<file path="src/rtl/exe_unit_sequencer.sv">
// exe_unit_sequencer: operand bypass, single-op dispatch, result FIFO to write-back (optional stall counter via EXE_STALL_CNT_EN)
module exe_unit_sequencer #(
  parameter int XLEN     = 64,
  parameter int NUM_BYP  = 2,
  parameter int WB_DEPTH = 4
) (
  input  logic                    clk_i,
  input  logic                    rstn_i,
  input  logic                    kill_i,
  input  logic                    instr_valid_i,
  input  logic [2:0]              unit_i,
  input  logic [4:0]              rs1_i,
  input  logic [4:0]              rs2_i,
  input  logic [4:0]              rd_i,
  input  logic [XLEN-1:0]         rs1_data_i,
  input  logic [XLEN-1:0]         rs2_data_i,
  input  logic                    use_imm_i,
  input  logic [XLEN-1:0]         imm_i,
  input  logic [NUM_BYP-1:0]      byp_valid_i,
  input  logic [5*NUM_BYP-1:0]    byp_rd_i,
  input  logic [XLEN*NUM_BYP-1:0] byp_data_i,
  output logic [XLEN-1:0]         op_rs1_o,
  output logic [XLEN-1:0]         op_rs2_o,
  output logic [XLEN-1:0]         op_rs2_reg_o,
  output logic [4:0]              unit_req_o,
  input  logic [4:0]              unit_done_i,
  input  logic [5*XLEN-1:0]       unit_result_i,
  output logic                    wb_valid_o,
  input  logic                    wb_ready_i,
  output logic [4:0]              wb_rd_o,
  output logic [XLEN-1:0]         wb_data_o,
  output logic                    stall_o,
  output logic [31:0]             stall_cnt_o
);
  localparam int PW = $clog2(WB_DEPTH);
  localparam logic [2:0] U_ALU = 3'd0, U_MUL = 3'd1, U_DIV = 3'd2, U_BR = 3'd3, U_MEM = 3'd4;
  typedef enum logic {S_IDLE, S_WAIT} state_t;
  state_t          state_q, state_d;
  logic [2:0]      unit_q;
  logic [4:0]      rd_q;
  logic [PW:0]     count_q;
  logic [PW-1:0]   wr_ptr_q, rd_ptr_q;
  logic [4:0]      fifo_rd [WB_DEPTH];
  logic [XLEN-1:0] fifo_data [WB_DEPTH];
  logic [XLEN-1:0] res [8];
  logic [7:0]      done8;
  logic            accept, is_multi, push, pop;
  logic [4:0]      push_rd;
  logic [XLEN-1:0] push_data;
  logic [XLEN-1:0] rs2_byp;
  for (genvar i = 0; i < 8; i++) begin : g_res
    if (i < 5) begin : g_u
      assign res[i] = unit_result_i[i*XLEN +: XLEN];
    end else begin : g_z
      assign res[i] = '0;
    end
  end
  assign done8        = {3'b000, unit_done_i};
  assign stall_o      = (state_q == S_WAIT) | (count_q == (PW+1)'(WB_DEPTH));
  assign accept       = instr_valid_i & ~stall_o & ~kill_i;
  assign is_multi     = (unit_i == U_MUL) | (unit_i == U_DIV) | (unit_i == U_MEM);
  assign wb_valid_o   = count_q != '0;
  assign pop          = wb_valid_o & wb_ready_i & ~kill_i;
  assign wb_rd_o      = fifo_rd[rd_ptr_q];
  assign wb_data_o    = fifo_data[rd_ptr_q];
  assign op_rs2_o     = use_imm_i ? imm_i : rs2_byp;
  assign op_rs2_reg_o = rs2_byp;
  // bypass select: walk from oldest to youngest so the lowest matching index wins
  always_comb begin
    op_rs1_o = rs1_data_i;
    rs2_byp  = rs2_data_i;
    for (int k = NUM_BYP - 1; k >= 0; k--) begin
      if (byp_valid_i[k] && byp_rd_i[k*5 +: 5] == rs1_i && rs1_i != 5'd0) op_rs1_o = byp_data_i[k*XLEN +: XLEN];
      if (byp_valid_i[k] && byp_rd_i[k*5 +: 5] == rs2_i && rs2_i != 5'd0) rs2_byp = byp_data_i[k*XLEN +: XLEN];
    end
  end
  // next state, unit request and FIFO push; kill suppresses done and forces IDLE
  always_comb begin
    state_d    = state_q;
    push       = 1'b0;
    push_rd    = rd_i;
    push_data  = '0;
    unit_req_o = '0;
    if (accept) begin
      if (is_multi) begin
        unit_req_o = 5'b00001 << unit_i;
        state_d    = S_WAIT;
      end else begin
        push      = 1'b1;
        push_data = (unit_i == U_ALU || unit_i == U_BR) ? res[unit_i] : '0;
      end
    end else if (state_q == S_WAIT && done8[unit_q] && !kill_i) begin
      push      = 1'b1;
      push_rd   = rd_q;
      push_data = res[unit_q];
      state_d   = S_IDLE;
    end
    if (kill_i) state_d = S_IDLE;
  end
  // state register and latched unit/rd of the outstanding operation
  always_ff @(posedge clk_i or negedge rstn_i) begin
    if (!rstn_i) begin
      state_q <= S_IDLE;
      unit_q  <= '0;
      rd_q    <= '0;
    end else begin
      state_q <= state_d;
      if (accept && is_multi) begin
        unit_q <= unit_i;
        rd_q   <= rd_i;
      end
    end
  end
  // result FIFO; storage is cleared on reset so the head reads 0 until first push
  always_ff @(posedge clk_i or negedge rstn_i) begin
    if (!rstn_i) begin
      count_q  <= '0;
      wr_ptr_q <= '0;
      rd_ptr_q <= '0;
      for (int j = 0; j < WB_DEPTH; j++) begin
        fifo_rd[j]   <= '0;
        fifo_data[j] <= '0;
      end
    end else if (kill_i) begin
      count_q  <= '0;
      wr_ptr_q <= '0;
      rd_ptr_q <= '0;
    end else begin
      if (push) begin
        fifo_rd[wr_ptr_q]   <= push_rd;
        fifo_data[wr_ptr_q] <= push_data;
        wr_ptr_q            <= wr_ptr_q + 1'b1;
      end
      if (pop) rd_ptr_q <= rd_ptr_q + 1'b1;
      count_q <= count_q + (PW+1)'(push) - (PW+1)'(pop);
    end
  end
`ifdef EXE_STALL_CNT_EN
  logic [31:0] stall_cnt_q;
  assign stall_cnt_o = stall_cnt_q;
  // saturating count of cycles a valid instruction is held off
  always_ff @(posedge clk_i or negedge rstn_i) begin
    if (!rstn_i) stall_cnt_q <= '0;
    else if (instr_valid_i && stall_o && !kill_i && stall_cnt_q != 32'hFFFF_FFFF) stall_cnt_q <= stall_cnt_q + 32'd1;
  end
`else
  assign stall_cnt_o = '0;
`endif
endmodule

</file>
<file path="config.mk">
export PLATFORM = sky130hd
export DESIGN_NAME = exe_unit_sequencer
export DESIGN_NICKNAME = d
export VERILOG_FILES = /design/src/rtl/exe_unit_sequencer.sv
export SDC_FILE = /design/constraint.sdc
export NUM_CORES = 1
export LEC_CHECK = 0
export ABC_AREA = 1
export BUFFER_PORTS_ARGS = -buffer_cell sky130_fd_sc_hd__buf_2
export CORE_AREA = 8 8 375 377
export CTS_CLUSTER_SIZE = 14
export DETAILED_ROUTE_END_ITERATION = 16
export DIE_AREA = 0 0 383 385
export SYNTH_ARGS = -nofsm -noshare
export SYNTH_HDL_FRONTEND = slang
export SYNTH_SLANG_ARGS = --single-unit
</file>
<file path="constraint.sdc">
create_clock -name clk_i -period 2.3 [get_ports clk_i]
set_input_delay 0.115 -clock clk_i [delete_from_list [all_inputs] [get_ports clk_i]]
set_output_delay 0.115 -clock clk_i [all_outputs]
set_load 0.1 [all_outputs]
</file>
# Yosys cells after proc, flatten, opt, wreduce, memory -nomap -nowiden
# Cells that the tools add are included.
# Widths: inputs -> output; s select.
[totals] reg_bits=292 inputBits=681 word_cells=116
[op_classes] n_addsub=4 order_cmp=6 eq_ne=10 shifts=1 mux=45 bitwise_logic=13 reduce_logical=23
[ops] cell="$mux 64" n=16
[ops] cell="$bmux 64 s3" n=2
[ops] cell="$bwmux 256" n=1
[ops] cell="$bmux 64 s2" n=1
[ops] cell="$demux 64 s2" n=1
[ops] cell="$mux 5" n=7
[ops] cell="$bwmux 20" n=1
[ops] cell="$eq 5x5->1" n=4
[ops] cell="$logic_and 1x1->1" n=12
[ops] cell="$bmux 5 s2" n=1
[ops] cell="$demux 5 s2" n=1
[ops] cell="$reduce_bool 5->1" n=2
[ops] cell="$ge 4x4->1 const B" n=2
[ops] cell="$mux 1" n=8
[ops] cell="$mux 2" n=4
[ops] cell="$not 3->4" n=2
[ops] cell="$eq 3x2->1 const B" n=2
[ops] cell="$eq 3x3->1 const B" n=2
[ops] cell="$ge 3x3->1 const B" n=2
[ops] cell="$not 2->3" n=2
[ops] cell="$reduce_bool 3->1" n=2
[ops] cell="$shl 1x3->5 const A" n=1
[ops] cell="$add 2x1->2 const B" n=2
[ops] cell="$and 1x1->1" n=4
[ops] cell="other kinds (15)" n=20

# Depth between registers and ports, before layout
# Gate-level depths: netlist of run 1.
[depth] depth_word=9 depth_mapped=15 ltp_nobuf=15

# Worst setup path before layout of run 1
# OpenSTA, ideal clock, no wires.
[synth_path] kind="register to output" start="register rd_ptr_q[0]" end="output wb_data_o[43]" t_arrival_ps=2720 setup_slack_ps=-535 stages_incl_launch_ff=6 n_path_buf=3 path_cell_list="dfrtp_1 > clkbuf_1 > clkbuf_1 > clkbuf_1 > nor2_1 > o22ai_1"
[synth_via] elab_chain_cells=4
[synth_lines] element="start, declared" line_no="42" source="logic [PW-1:0] wr_ptr_q, rd_ptr_q;"
[synth_lines] element="start signal, assigned" line_no="134" source="if (pop) rd_ptr_q <= rd_ptr_q + 1'b1;"
[synth_lines] element="$not 2->3 (implied by the code)" line_no="65" source="assign wb_data_o = fifo_data[rd_ptr_q];"
[synth_lines] element="$bmux 64 s2" line_no="65"
[synth_lines] element="$mux 64 (implied by the code) (2 in a row)" line_no="65"
[synth_lines] element="end, declared" line_no="31" source="output logic [XLEN-1:0] wb_data_o,"
# No other way between the ends. The select of a mux whose other input is x is not followed.

# Final worst setup path of run 1
[layout_path] start="register rd_ptr_q[0]" end="output wb_data_o[13]"
# The elaborated chain is that of the path after synthesis.

==> results of run 1 <==
==> cell type report <==
cell class,count,area share [%]
repair buffers,1196,31.3
diodes,79,0.519
clock inverters,6,0.260
inverters,127,1.33
multi-input cells,3159,38.7
clock buffers,54,2.75
repair inverters,1,0.0230
flip-flops and latches,292,19.2
well taps,1781,5.85
==> cells by family (layout without fill, tap and decap cells) <==
| group | Yosys count | in the layout |
|---|---|---|
| other cells | 1 | 113 |
| flops | 292 | 292 |
| fa+ha+maj | 7 | 7 |
| xor+xnor | 7 | 7 |
| simple gates | 2665 | 2665 |
| buf+inv | 449 | 1384 |
| compound gates | 446 | 446 |
==> routing by layer <==
metal	share of wire (%)	up-vias
met2	44	1928
met4	4.2	96
li1	-	14400
met1	41	15800
met5	0.29	-
met3	10	439
==> through the flow <==
step | cell area (sq um) | cells
2_1_floorplan | 23800 | 3900
3_3_place_gp | 36200 | 6533
3_5_place_dp | 36200 | 6533
4_1_cts | 37700 | 6609
5_1_grt | 38000 | 6645
6_report | 38100 | 6695
==> power by group <==
part | internal [uW] | switching [uW]
Clock | 3370 | 2250
Sequential | 5900 | 452
Combinational | 7880 | 17100
Total | 17100 | 19800
==> how the worst max path moves through the flow <==
stage / to / cells past startpoint
after floorplan: unit_req_o[1] / 6
after global placement: count_q[2]$_DFF_PN0_ / 15
after detailed placement: fifo_data[206]$_DFFE_PN0P_ / 10
after CTS: wb_data_o[11] / 5
after global routing: wb_data_o[50] / 5
final: wb_data_o[13] / 5
==> cells in the mapped netlist (2+ instances only) <==
master / number
buf_1: 43
inv_1: 114
o21ai_0: 161
buf_2: 75
nor3_1: 2
o211ai_1: 4
nand2_1: 1855
a22oi_1: 52
clkbuf_1: 152
inv_2: 13
and2_1: 64
nand3b_1: 128
xnor2_1: 5
buf_4: 48
a21oi_1: 129
a22o_1: 25
nand2_4: 5
nor2_1: 170
buf_6: 4
xor2_1: 2
dfrtp_1: 292
nand4_1: 17
nand2_2: 3
o22ai_1: 73
nand3_1: 419
ha_1: 6
==> worst max-delay path, stage by stage, from the launching register on <==
cell,delay (ns)
dfrtp_4,0.57
inv_16,0.15
buf_16,0.19
o21ai_0,0.12
o22ai_2,0.32
buf_12,0.23
==> placed cells by master, fill, tap and decap left out, types with 9 or more instances in the layout <==
cell type and n:
a22o_1 25, inv_2 13, buf_12 348, nand2_1 1848, buf_4 137, buf_2 681
clkbuf_16 39, o21ai_0 160, nor2_1 158, nand4_1 17, dfrtp_1 288, conb_1 34
a21oi_1 127, a22oi_1 52, clkbuf_1 10, nor2_4 10, and2_1 64, nand3_1 417
clkbuf_8 9, o22ai_2 67, diode_2 79, inv_1 108, nand3b_1 128
==> flip-flops by register name, summed over array words and instances (netlist names) <==
signal	count
rd_ptr_q	2
unit_q	3
fifo_data	256
fifo_rd	20
rd_q	5
state_q	1
count_q	3
wr_ptr_q	2
==> timing repair <==
item	4_1_cts	5_1_grt
gates resized for setup	39	20
cloned	5	3
endpoints found under the hold margin	303	0
endpoints found under the setup margin	261	232
hold buffers	7	0
pin swaps	13	10
setup buffers	4	4
==> key figures, run 1 <==
Final layout
  • Final core utilization: 28.3%
  • Fin nets: 5500
  • Area growth, synth to finish: 63.5%
  • Area of the multi-input gates: 0.0147 sq mm
  • Layout cell share with drive strength beyond 1: 28.4%
  • Filler cell count: 14900
  • Sequential cell area: 0.00732 sq mm

CTS
  • Clock Path Buffers: 3
  • Num CTS Buffers: 35
  • CTS tree: yes
  • Clk_lat worst skew: 0.55 ns
  • Clock transition at path regs: 0.06 ns
  • CTS sink count: 292
  • CTS H-tree lvls: 2
  • Clk root buf: clkbuf_16

Drt
  • Avg WL per Cell: 32.0 um
  • Vias post-DR: 32700
  • Initial DRC Count: 3782
  • DR pass1 iterations: 6
  • Via-per-instance ratio: 4.88
  • Post-Route WL: 214000 um
  • Post-route DRC: 0
  • Routed Antenna Nets: 0

Pwr
  • Pwr dens: 970 mW/mm^2
  • Leak: 0.0199 uW
  • Peak VDD IR: 0.734 mV
  • Pwr Total: 36900 uW

Hold path
  • HP Class: input port to async pin

Worst setup path
  • Crit. Startpoint: rd_ptr_q[0]$_DFFE_PN0P_
  • Critical-path maximum fanout: 28
  • R2R setup slack: 0.08 ns
  • Critical Path Source Type: flip-flop
  • Worst EP required: 2.18 ns
  • WS Path Type: flip-flop to output port
  • Capturing element type of the critical path: output port
  • Worst R2R Path Depth: 15
  • FF-to-FF End: count_q[2]$_DFF_PN0_
  • Crit path arrival time: 2.15 ns
  • Reg2reg start: unit_q[0]$_DFFE_PN0P_

Synth
  • Leading area contributor after synthesis: dfrtp_1
  • Mux cell area share after synthesis: 0%
  • Flop and latch count out of synthesis: 292
  • Ys flop type: dfrtp_1
  • Synthesized area per cell: 6.02 sq um
  • XOR/XNOR Fraction of Synth Area: 0.263%
  • Synthesized area: 0.0233 sq mm
  • Yosys top cell area share: 31.4%
  • Yosys warns: 0
  • Post-Synth Simple-Gate Area: 48.4%
  • Post-synthesis adder-cell area fraction: 0.408%
  • Syn Inst Count: 3867
  • Post-synthesis cell type count: 32
  • Ranking of synthesized cells by area: dfrtp_1 31%, nand2_1 30%, nand3_1 9.0%
  • Seq/Total Area, Yosys: 31.4%
  • Asr flop ratio synth: 100%
  • Largest family of logic cells by synthesized area: simple AND/OR/NAND/NOR gates
  • Post-synth EDFFs: 0
  • Synth Area in Compound Gates: 11.0%

GRT
  • Vias in the first global route: 30900
  • Met1 Usage GRT: 35.4%
  • GR Util met3: 8.58%
  • GR peak layer: met2
  • GRT Total Usage: 27.4%
  • Antenna violations before repair: 194
  • Total gr overflow: 0
  • Largest net degree at the start of global routing: 127
  • Met2 GRT Util: 43.3%
  • Global-route wire length before repair: 281000 um

Placed design
  • Post-place setup slack: -0.150 ns
  • DP Wirelength: 175000 um
  • Port bufs: 946
  • GP Congestion: 1.07

STA
  • Final setup TNS: 0 ns
  • Slew HR: 46.9%
  • Worst Skew: 0.0198 ns
  • Fmax achieved: 442 MHz
  • Crit share post-route: 98.3%
  • Hold Vio Cnt, Final: 0
  • Final setup violation count: 0
  • Slew @ Worst Pin: 0.797 ns
  • Fin. max-slew vios: 0
  • Final Worst Setup Slack: 0.0384 ns
  • Hold slack: 0.0467 ns
  • Final min period: 2.26 ns
  • RSZ-0062 raised after global routing: yes

Floorplanning
  • Die H: 385 um
  • Cell Rows: 135
  • Initial core utilization: 17.3%
  • IO Pins: 981
  • Die width: 383 um
  • Die area: 0.147 sq mm
  • CORE AREA: 0.135 sq mm

Run status
  • Status: complete, no violations

Flow run
  • Max-cap violations: 0
Power figures use the tool's default switching activity.
==> run 2, diff against run 1 <==
ABC_AREA = not set   (was 1)
CORE_AREA = 8 8 373 375   (was 8 8 375 377)
DIE_AREA = 0 0 381 383   (was 0 0 383 385)
==> key figures, run 2 <==
Pwr
  • Pwr dens: 751 mW/mm^2 (-23%)
  • Combinational power share: 58.6% (-9.0 points)
  • Sequential fraction of design power: 24.7% (+7.5 points)
  • Peak VDD IR: 0.610 mV (-17%)
  • Leak: 0.0166 uW (-16%)
  • Share of total power in the clock network: 16.8% (+1.6 points)
  • Power Internal: 14900 uW (-13%)
  • Net Sw Frac: 46.2% (-7.4 points)
  • Switching pwr: 12800 uW (-35%)

Floorplanning
  • Die H: 383 um (-0.52%)
  • Initial core utilization: 15.7% (-1.6 points)
  • IO Pins: 981 (unchanged)
  • CORE AREA: 0.133 sq mm (-1.4%)
  • Cell Rows: 134 (-0.74%)
  • Die width: 381 um (-0.52%)
  • Die area: 0.146 sq mm (-1.0%)

Drt
  • DR pass1 iterations: 8 (+2)
  • Vias post-DR: 22400 (-32%)
  • Post-Route WL: 144000 um (-33%)
  • Avg WL per Cell: 29.7 um (-7.3%)
  • Post-route DRC: 0 (unchanged)
  • Routed Antenna Nets: 0 (unchanged)
  • Initial DRC Count: 1380 (-64%)
  • Via-per-instance ratio: 4.59 (-5.9%)

Final layout
  • Layout cell share with drive strength beyond 1: 58.8% (+30 points)
  • Final core utilization: 27.8% (-0.44 points)
  • Commonest non-fill, non-tap cell in the layout: buf_2
  • Final std cells w/o fill: 4866 (-27%)
  • Max reg flops: 256 (unchanged)
  • Area growth, synth to finish: 77.5%
  • Fin nets: 3743 (-32%)
  • Regs by FF count: fifo_data (256), fifo_rd (20), rd_q (5)
  • Most frequent cells in the layout: 697 x buf_2, 287 x dfrtp_1, 278 x mux2i_1
  • Top reg by flops: fifo_data

GRT
  • Antenna violations before repair: 119 (-39%)
  • Largest net degree at the start of global routing: 76 (-40%)
  • Total gr overflow: 0 (unchanged)
  • Vias in the first global route: 22800 (-26%)
  • Global-route wire length before repair: 190000 um (-32%)
  • GRT Total Usage: 18.0% (-9.4 points)

Worst setup path
  • Reg2reg start: unit_q[1]$_DFFE_PN0P_
  • Crit path arrival time: 2.84 ns (+0.69 ns)
  • Crit. Startpoint: unit_q[1]$_DFFE_PN0P_
  • Critical Path Source Type: flip-flop
  • Critical-path maximum fanout: 3 (-89%)
  • WS Path Type: flip-flop to flip-flop
  • Capturing element type of the critical path: flip-flop
  • Worst EP required: 2.75 ns (+0.57 ns)

STA
  • Hold Vio Cnt, Final: 0 (unchanged)
  • Fin. max-slew vios: 0 (unchanged)
  • Worst Skew: 0.0259 ns (+0.00608 ns)
  • Final Worst Setup Slack: -0.0880 ns (-0.126 ns)
  • Fmax achieved: 419 MHz (-5.3%)
  • Final setup TNS: -2.44 ns (-2.44 ns)
  • Final setup violation count: 128 (+128)
  • RSZ-0062 raised after global routing: yes
  • Slew @ Worst Pin: 0.687 ns (-0.110 ns)
  • Crit share post-route: 104% (+5.5 points)
  • Final min period: 2.39 ns (+0.126 ns)
  • Slew HR: 54.2% (+7.4 points)

CTS
  • Clock Path Buffers: 3 (unchanged)
  • CTS sink count: 292 (unchanged)
  • Clk root buf: clkbuf_16
  • CTS H-tree lvls: 1 (-1)
  • Clk_lat worst skew: 0.59 ns (+0.04 ns)
  • Clock transition at path regs: 0.07 ns (about the same)
  • CTS tree: yes
  • Num CTS Buffers: 28 (-20%)

Synth
  • Flop and latch count out of synthesis: 292 (unchanged)
  • Post-synth top cells: 304 x mux2i_1, 292 x dfrtp_1, 187 x mux2_2
  • Synthesized area per cell: 10.6 sq um (+76%)
  • Synthesized area: 0.0208 sq mm (-11%)
  • Syn Inst Count: 1963 (-49%)
  • Yosys warns: 0 (unchanged)
  • XOR/XNOR Fraction of Synth Area: 0.967% (+0.70 points)
  • Mux cell area share after synthesis: 35.1% (+35 points)
  • Count leader, synth: mux2i_1
  • Asr flop ratio synth: 100% (unchanged)
  • Seq/Total Area, Yosys: 35.1% (+3.7 points)
  • Post-synthesis cell type count: 54 (+69%)
  • Ys flop type: dfrtp_1
  • Post-synth EDFFs: 0 (unchanged)
  • Largest family of logic cells by synthesized area: multiplexers
  • Leading area contributor after synthesis: dfrtp_1
  • Synth Area in Compound Gates: 14.4% (+3.4 points)
  • Ranking of synthesized cells by area: dfrtp_1 35%, mux2i_1 15%, mux2_2 10%
  • Post-Synth Simple-Gate Area: 5.30% (-43 points)
  • Post-synthesis adder-cell area fraction: 0.456% (+0.048 points)
  • Yosys top cell area share: 35.1% (+3.7 points)

Run status
  • Failing checks: setup timing
  • Status: complete, but fails checks

Placed design
  • GP Congestion: 0.934 (-12%)
  • Placed cells: 4716 (-28%)
  • Port bufs: 946 (unchanged)
  • DP Wirelength: 120000 um (-31%)
  • Post-place setup slack: -0.156 ns (-0.00631 ns)

Hold path
  • HP Class: input port to flip-flop
  • Hold path start: unit_i[0]

Flow run
  • Max-cap violations: 0 (unchanged)
==> run 2: cell types whose count changed after synthesis, moves of 80 or more <==
cell,before,now
nand2_1,1855,75
nand3_1,419,4
mux2i_1,0,304
mux2_2,0,187
nand3b_1,128,0
o21ai_0,161,66
mux4_2,0,92
nor2_1,170,81
clkbuf_1,152,72
==> run 2: cell type report <==
cell class,count,area (sq um)
Inverter,163,614
Antenna cell,30,75.1
Multi-Input combinational cell,1326,14000
Tap cell,1768,2210
Clock buffer,34,763
Sequential cell,292,7330
Timing Repair Buffer,1244,11800
Clock inverter,9,121
Fill cell,13900,95800
==> run 2: logic make-up after synthesis <==
group | count (synthesis)
flops | 292
compound gates | 421
buf+inv | 378
other cells | 1
xor+xnor | 23
mux | 592
simple gates | 249
fa+ha+maj | 7
==> run 2: metrics by stage <==
step,power (uW),area (sq um),hold slack [ns]
after floorplan,16600,22800,-0.181
after global placement,22100,34000,0.137
after detailed placement,22300,34000,0.134
after CTS,27500,35700,0.000137
after global routing,28800,36900,0.0348
final,27800,37000,0.0391
==> run 2: worst paths after layout <==
path	slack [ns]	cells after the start	to
worst max-delay path	-0.09	11	count_q[1]$_DFF_PN0_
worst min-delay path	0.04	3	unit_q[1]$_DFFE_PN0P_
worst max register to register	-0.09	11	count_q[1]$_DFF_PN0_
worst min register to register	0.48	1	fifo_data[186]$_DFFE_PN0P_
max in group asynchronous	1.41	3	fifo_data[133]$_DFFE_PN0P_
min in group asynchronous	0.08	2	fifo_data[77]$_DFFE_PN0P_
==> run 2: metal layers <==
layer	share of wire, %	wire length (um)	GRT usage, %
met1	35	51000	19.6
met2	51	74200	33.5
met3	7.9	11400	4.87
met4	5.2	7580	6.57
met5	0.18	264	0
==> run 2: worst max-delay path, cell delays in order, from the launching register on <==
cell	delay [ns]
dfrtp_4	0.49
mux2_4	0.31
o31a_1	0.28
o21ai_4	0.10
nand2_4	0.08
inv_2	0.06
ha_4	0.20
inv_4	0.05
ha_4	0.12
inv_2	0.03
fa_2	0.50
nor2_1	0.04
==> run 2: timing repair <==
action	CTS	global route
buffers inserted	9	25
cloned	4	24
endpoints found under the setup margin	324	325
pin swaps	8	12
hold buffers	16	0
endpoints found under the hold margin	155	0
resized for setup	103	110
==> run 2: power by group through the flow <==
| stage | clock, uW | combinational (uW) | sequential [uW] |
|---|---|---|---|
| after floorplan | 0 | 9960 | 6680 |
| after global placement | 0 | 15200 | 6930 |
| after detailed placement | 0 | 15300 | 6990 |
| after CTS | 4750 | 15900 | 6850 |
| after global routing | 4940 | 16900 | 6990 |
| final | 4650 | 16300 | 6860 |
